$ cat config.mk
export PLATFORM = sky130hd
export DESIGN_NAME = y86_alu
export DESIGN_NICKNAME = d
export VERILOG_FILES = /design/src/rtl/y86_alu.sv
export SDC_FILE = /design/constraint.sdc
export NUM_CORES = 1
export LEC_CHECK = 0
export ABC_AREA = 1
export CAP_MARGIN = 20
export CORE_MARGIN = 4
export CORE_UTILIZATION = 25
export DETAILED_ROUTE_END_ITERATION = 8
export PLACE_DENSITY = 0.54
export SLEW_MARGIN = 10
export SYNTH_ARGS = -nofsm -noshare
export SYNTH_HDL_FRONTEND = slang
export SYNTH_SLANG_ARGS = --single-unit
$ cat constraint.sdc
create_clock -name clk -period 4.3 [get_ports clk]
set_input_delay 0.645 -clock clk [delete_from_list [all_inputs] [get_ports clk]]
set_output_delay 0.645 -clock clk [all_outputs]
set_load 0.01 [all_outputs]
$ cat src/rtl/y86_alu.sv
// y86_alu: Y86-64 execute ALU with live combinational result/flags and a registered copy
module y86_alu #(
  parameter int WIDTH = 64
) (
  input  logic             clk,
  input  logic             rst,
  input  logic [WIDTH-1:0] a,
  input  logic [WIDTH-1:0] b,
  input  logic [1:0]       control,
  output logic [WIDTH-1:0] out,
  output logic             overflow,
  output logic             zero,
  output logic             sign,
  output logic [WIDTH-1:0] out_q,
  output logic             ovf_q,
  output logic             zero_q,
  output logic             sign_q
);
  logic             sub;
  logic [WIDTH-1:0] b_eff;
  logic [WIDTH-1:0] sum;
  assign sub   = control == 2'b01;
  assign b_eff = sub ? ~b : b;
  assign sum   = a + b_eff + {{(WIDTH-1){1'b0}}, sub};
  // SUB is a + ~b + 1, so both ops share one overflow rule on the effective operand
  always_comb begin
    out      = control == 2'b10 ? a & b : control == 2'b11 ? a ^ b : sum;
    overflow = !control[1] && (a[WIDTH-1] == b_eff[WIDTH-1]) && (sum[WIDTH-1] != a[WIDTH-1]);
    zero     = out == '0;
    sign     = out[WIDTH-1];
  end
  always_ff @(posedge clk or posedge rst) begin
    if (rst) begin
      out_q  <= '0;
      ovf_q  <= 1'b0;
      zero_q <= 1'b0;
      sign_q <= 1'b0;
    end else begin
      out_q  <= out;
      ovf_q  <= overflow;
      zero_q <= zero;
      sign_q <= sign;
    end
  end
endmodule

== After elaboration in Yosys (flattened, before gate mapping) ==
Cells that the tools add are included.
W data, S select, Z words.

* Multiplexer cells: 3
* Bitwise gates (word level): 3
* Magnitude comparators: 0
* Shift operators: 0
* Multipliers: 0
* Reductions and logical operators: 4
* Div/mod/pow operators: 0
* Equal/unequal tests: 5
* Add/sub/neg operators: 2

{| class="wikitable"
|+ Operator list
! operator !! count
|-
| $mux W64 || 3
|-
| $add A64 B1 Y64 || 1
|-
| $add A64 B64 Y64 || 1
|-
| $and A64 B64 Y64 || 1
|-
| $logic_not A64 Y1 || 1
|-
| $not A64 Y64 || 1
|-
| $xor A64 B64 Y64 || 1
|-
| $eq A2 B2 Y1 const B || 2
|-
| $eq A2 B1 Y1 const B || 1
|-
| $logic_and A1 B1 Y1 || 2
|-
| $eq A1 B1 Y1 || 1
|-
| $logic_not A1 Y1 || 1
|-
| $ne A1 B1 Y1 || 1
|}

* Memory bits (writable): 0
* Logic and storage cells: 21
* Bits of input ports: 132
* Memory bits (read-only): 0
* Memories kept: 0
* Latch bits: 0
* Flip-flop bits (word level): 67
* Output and inout bits: 134

== Longest topological paths before layout ==
* Word-level depth: 7
* Mapped depth: 25
* Mapped depth without buffers: 25

== Worst setup path before layout ==
Ideal clock, no wire load.

* Kind: input-to-output
* Start: in control[1]
* End: out zero
* Data arrival time: 3.393 ns
* Path buffers: 1
* Data required time: 3.655 ns
* Setup slack: 0.262 ns
* Stages: 22
* Cells stage by stage: inv_2 > nand2_4 > buf_1 > xnor2_1 > ha_1 > nand2_1 > nor2_1 > inv_1 > nor2_1 > nand3_1 > nand3b_1 > nand3_1 > nand2_1 > nand3_1 > nand3_1 > nor2_1 > nand2_1 > nor2_1 > nand2_1 > nor2_1 > nand2_1 > nor2_1

* Longest elaborated chain between the ends: 7
* Elaborated cells between the ends (all ways): 9
* Classes of those cells: 2 x add/sub; 3 x eq/ne; 3 x mux; 1 x reduce/logical

{| class="wikitable"
|+ Ends and longest elaborated chain
! element !! line !! text
|-
| from (decl) || 9 || <nowiki>input logic [1:0] control,</nowiki>
|-
| $eq A2 B1 Y1 || 22 || <nowiki>assign sub = control == 2'b01;</nowiki>
|-
| $mux W64 || 23 || <nowiki>assign b_eff = sub ? ~b : b;</nowiki>
|-
| $add A64 B64 Y64 || 24 || <nowiki>assign sum = a + b_eff + {{(WIDTH-1){1'b0}}, sub};</nowiki>
|-
| $add A64 B1 Y64 || 24 ||
|-
| $mux W64 || 27 || <nowiki>out = control == 2'b10 ? a & b : control == 2'b11 ? a ^ b : sum;</nowiki>
|-
| $mux W64 (*) || 27 ||
|-
| named net out[34] || 10 || <nowiki>output logic [WIDTH-1:0] out,</nowiki>
|-
| $logic_not A64 Y1 (*) || 29 || <nowiki>zero = out == '0;</nowiki>
|-
| to (decl) || 12 || <nowiki>output logic zero,</nowiki>
|}

The timed path passes the listed nets; every way through them passes the cells marked *.

== Final worst setup path ==
* Start: in b[9]
* End: out zero

* Longest elaborated chain between the ends: 7
* Elaborated cells between the ends (all ways): 9
* Classes of those cells: 2 x add/sub; 3 x mux; 3 x bitwise; 1 x reduce/logical

{| class="wikitable"
|+ Ends and longest elaborated chain
! element !! line !! text
|-
| from (decl) || 8 || <nowiki>input logic [WIDTH-1:0] b,</nowiki>
|-
| $not A64 Y64 || 23 ||
|-
| $mux W64 || 23 ||
|-
| $add A64 B64 Y64 || 24 ||
|-
| $add A64 B1 Y64 || 24 ||
|-
| $mux W64 || 27 ||
|-
| $mux W64 (*) || 27 ||
|-
| $logic_not A64 Y1 (*) || 29 ||
|}

Mark *: on every way between the ends. The rest lies on a longest branch, timed or not.

==> metrics.md <==
| Metric | Value |
|---|---|
| Die Ht | `209.9 microns` |
| RSZ-0062 raised after global routing | `true` |
| Arr. time, crit path | `3.87 ns` |
| Synth top cells by count | `nand2_1 (565), inv_1 (289), nor2_1 (202), ha_1 (133), nand3_1 (107)` |
| Peak supply drop | `212.1 uV` |
| Nets@finish | `2,793` |
| Max Slew Vio Count | `0` |
| FF+latch count, synth | `66` |
| Die ar. | `44,050 sq um` |
| Leak pwr | `0.01071 uW` |
| Core region area | `40,010 sq um` |
| DR pass1 iterations | `5` |
| Initial antenna violation count | `2` |
| Top post-synthesis cells by area | `nand2_1 (21%), ha_1 (16%), dfrtp_1 (16%)` |
| Post-Syn Area | `10,190 sq um` |
| Final period util | `105.0%` |
| Post-Syn Instances | `1,710` |
| Aggregate global-route resource usage | `23.62%` |
| Endpoint type of the worst setup path | `primary output` |
| Die width | `209.9 microns` |
| Root buf cell | `clkbuf_16` |
| GPL Wtd Cong | `0.9636` |
| CTS Hold Bufs | `0` |
| Clock Sinks | `66` |
| Top-count cell post-synth | `nand2_1` |
| Post-synthesis sequential area ratio | `16.21%` |
| YS warnings | `0` |
| CTS tree | `yes` |
| DR DRC count | `0` |
| Post-route minimum period | `4.514 ns` |
| Top Ports | `266` |
| Drt total wl | `56,580 microns` |
| WL per Instance | `18.50 microns` |
| Hpwl dp | `45,380 microns` |
| Yosys top cell by area | `nand2_1` |
| Max_slew headroom | `25.77%` |
| Top_reg_cell synth | `dfrtp_1` |
| HP Class | `in -> async` |
| Antenna Nets Post-Route | `0` |
| H-Tree Depth | `3` |
| Area Growth Syn to Fin | `109.5%` |
| First-pass GRT wire length | `79,810 microns` |
| Share of the synthesized area in the top cell type | `20.82%` |
| Num CTS Buffers | `9` |
| # rows | `73` |
| Worst setup margin | `-0.2136 ns` |
| CP startpoint kind | `primary input` |
| Mean Syn Cell Area | `5.958 sq um` |
| Vias in the first global route | `13,580` |
| EDFF count, synth | `0` |
| Worst slew pin tran | `1.113 ns` |
| Gr ovfl total | `0` |
| Port Buf Inserts | `265` |
| Initial core utilization | `25.47%` |
| Syn_nets | `1,976` |
| Final TNS setup | `-0.2136 ns` |
| Synth async-reset ratio | `100.0%` |
| Max Buffers Root-to-Sink | `2` |
| Reg clk slew, reported paths | `0.07 ns` |
| Final setup fails | `1` |
| Max_cap viols | `0` |
| Detailed-route via count | `14,450` |
| Detailed router's first-iteration violation count | `952` |
| Setup CP Type | `in -> out` |
| Crit path max fanout | `4` |
| Setup slack at placement | `-1.925 ns` |
| Final Hold Fails | `0` |
| Achievable Freq | `0.2216 GHz` |
| Outcome | `finished, violations left` |
| Vias per cell | `4.723` |
| Share of layout cells above drive strength 1 | `47.04%` |
| Yosys cell types | `37` |
| Failing checks | `negative setup slack` |
| Pwr per Cell Area | `269.6 nW/um^2` |
| Req. time, crit path | `3.65 ns` |
| Largest net degree at the start of global routing | `60` |
==> power by group <==
| part | switching [uW] | total [uW] | internal [uW] |
|---|---|---|---|
| Combinational | 2100 | 4140 | 2040 |
| Sequential | 28.7 | 758 | 730 |
| Clock | 342 | 855 | 513 |
| Total | 2470 | 5760 | 3280 |
==> state kept, by name (all words and copies together), names as in the netlist <==
register,flops
out_q,64
zero_q,1
ovf_q,1
==> path summary, 6_finish.rpt <==
kind | start | end | slack (ns) | cells after the start
min | rst | out_q[9] | 0.61 | 2
max | b[9] | zero | -0.21 | 24
min in group clk | control[1] | out_q[7] | 0.86 | 4
max in group asynchronous | rst | ovf_q | 2.81 | 4
==> cell usage in the layout (no fill, tap or decap), types with 9 or more instances in the layout <==
cell / Yosys / routed
a21oi_2: 0 / 41
ha_4: 0 / 30
inv_1: 289 / 252
xnor2_1: 63 / 32
nand3_4: 0 / 16
buf_12: 0 / 11
a21oi_1: 74 / 20
buf_4: 3 / 513
xnor2_2: 0 / 23
nor2_4: 1 / 62
clkbuf_16: 0 / 10
clkdlybuf4s50_1: 0 / 198
nor2_1: 202 / 85
inv_2: 3 / 37
o21ai_1: 2 / 9
nand3_2: 3 / 46
dlymetal6s2s_1: 0 / 22
ha_1: 133 / 94
ha_2: 0 / 9
a22o_1: 44 / 44
o21bai_1: 20 / 9
nand3_1: 107 / 48
a21oi_4: 0 / 13
nand3b_1: 30 / 30
dlygate4sd2_1: 0 / 27
nand2_2: 4 / 167
nand2_4: 2 / 42
buf_6: 0 / 40
nand2_1: 565 / 357
dfrtp_1: 66 / 66
nand4_1: 20 / 20
nor2_2: 1 / 57
==> stage by stage <==
stage	utilization [%]	total power, uW	cell area [sq um]	cells	hold slack [ns]
2_1_floorplan	-	2058	10190	1710	0.8454
3_3_place_gp	42.33	3905	16940	2935	1.238
3_5_place_dp	42.33	3920	16940	2935	1.249
4_1_cts	46.30	5065	18520	2994	0.8496
5_1_grt	53.36	6080	21350	3059	0.6434
6_report	53.36	5755	21350	3059	0.6087
==> cell families (layout without fill, tap and decap cells) <==
kind of cell | after synthesis | count (layout) | synth area share [%]
AOI/OAI and AO/OA | 172 | 172 | 10.83
xor gates and xnor gates | 66 | 66 | 5.674
adders and majority gates | 134 | 134 | 16.53
buffers and inverters | 319 | 1141 | 11.92
DFF | 66 | 66 | 16.21
other | 0 | 2 | 0
and+or+nand+nor | 953 | 953 | 38.83
==> final cells by class <==
type | instances | area, sq um
Sequential cell | 66 | 1652
Multi-Input combinational cell | 1325 | 10330
Antenna cell | 2 | 5.005
Clock buffer | 9 | 225.2
Inverter | 292 | 1114
Tap cell | 525 | 656.9
Clock inverter | 7 | 101.3
Fill cell | 3807 | 18660
Timing Repair Buffer | 833 | 7261
==> worst max-delay path, cell delays in order <==
cell and delay (ns):
clkdlybuf4s50_1 0.56, xnor2_2 0.16, ha_4 0.25, nand2_1 0.07, nand2_1 0.11, inv_1 0.07
nand2_1 0.09, a21oi_2 0.18, nand2_2 0.11, nand2_2 0.08, nand2_2 0.08, buf_4 0.14
nand2_1 0.06, nand3_2 0.11, nand2_2 0.12, nand2_4 0.08, nor2_2 0.13, nand2_2 0.11
nor2_4 0.20, nand3_4 0.11, nor2_4 0.10, nand2_2 0.06, nor2_2 0.10, buf_2 0.14
==> per-layer routing <==
| layer | vias to the layer above | global-route usage [%] | wire (microns) |
|---|---|---|---|
| met5 | - | 0 | 0 |
| met4 | 0 | 5.558 | 1442 |
| li1 | 7055 | - | - |
| met2 | 424 | 37.85 | 26010 |
| met3 | 66 | 2.526 | 3101 |
| met1 | 6902 | 34.14 | 26030 |
==> timing repair <==
| action | in CTS | in global routing |
|---|---|---|
| pin swaps | 113 | 273 |
| gates resized for setup | 355 | 585 |
| setup buffers | 41 | 62 |
| setup endpoints to repair | 63 | 48 |
| cloned | 3 | 1 |
(Power assumes the default switching activity.)
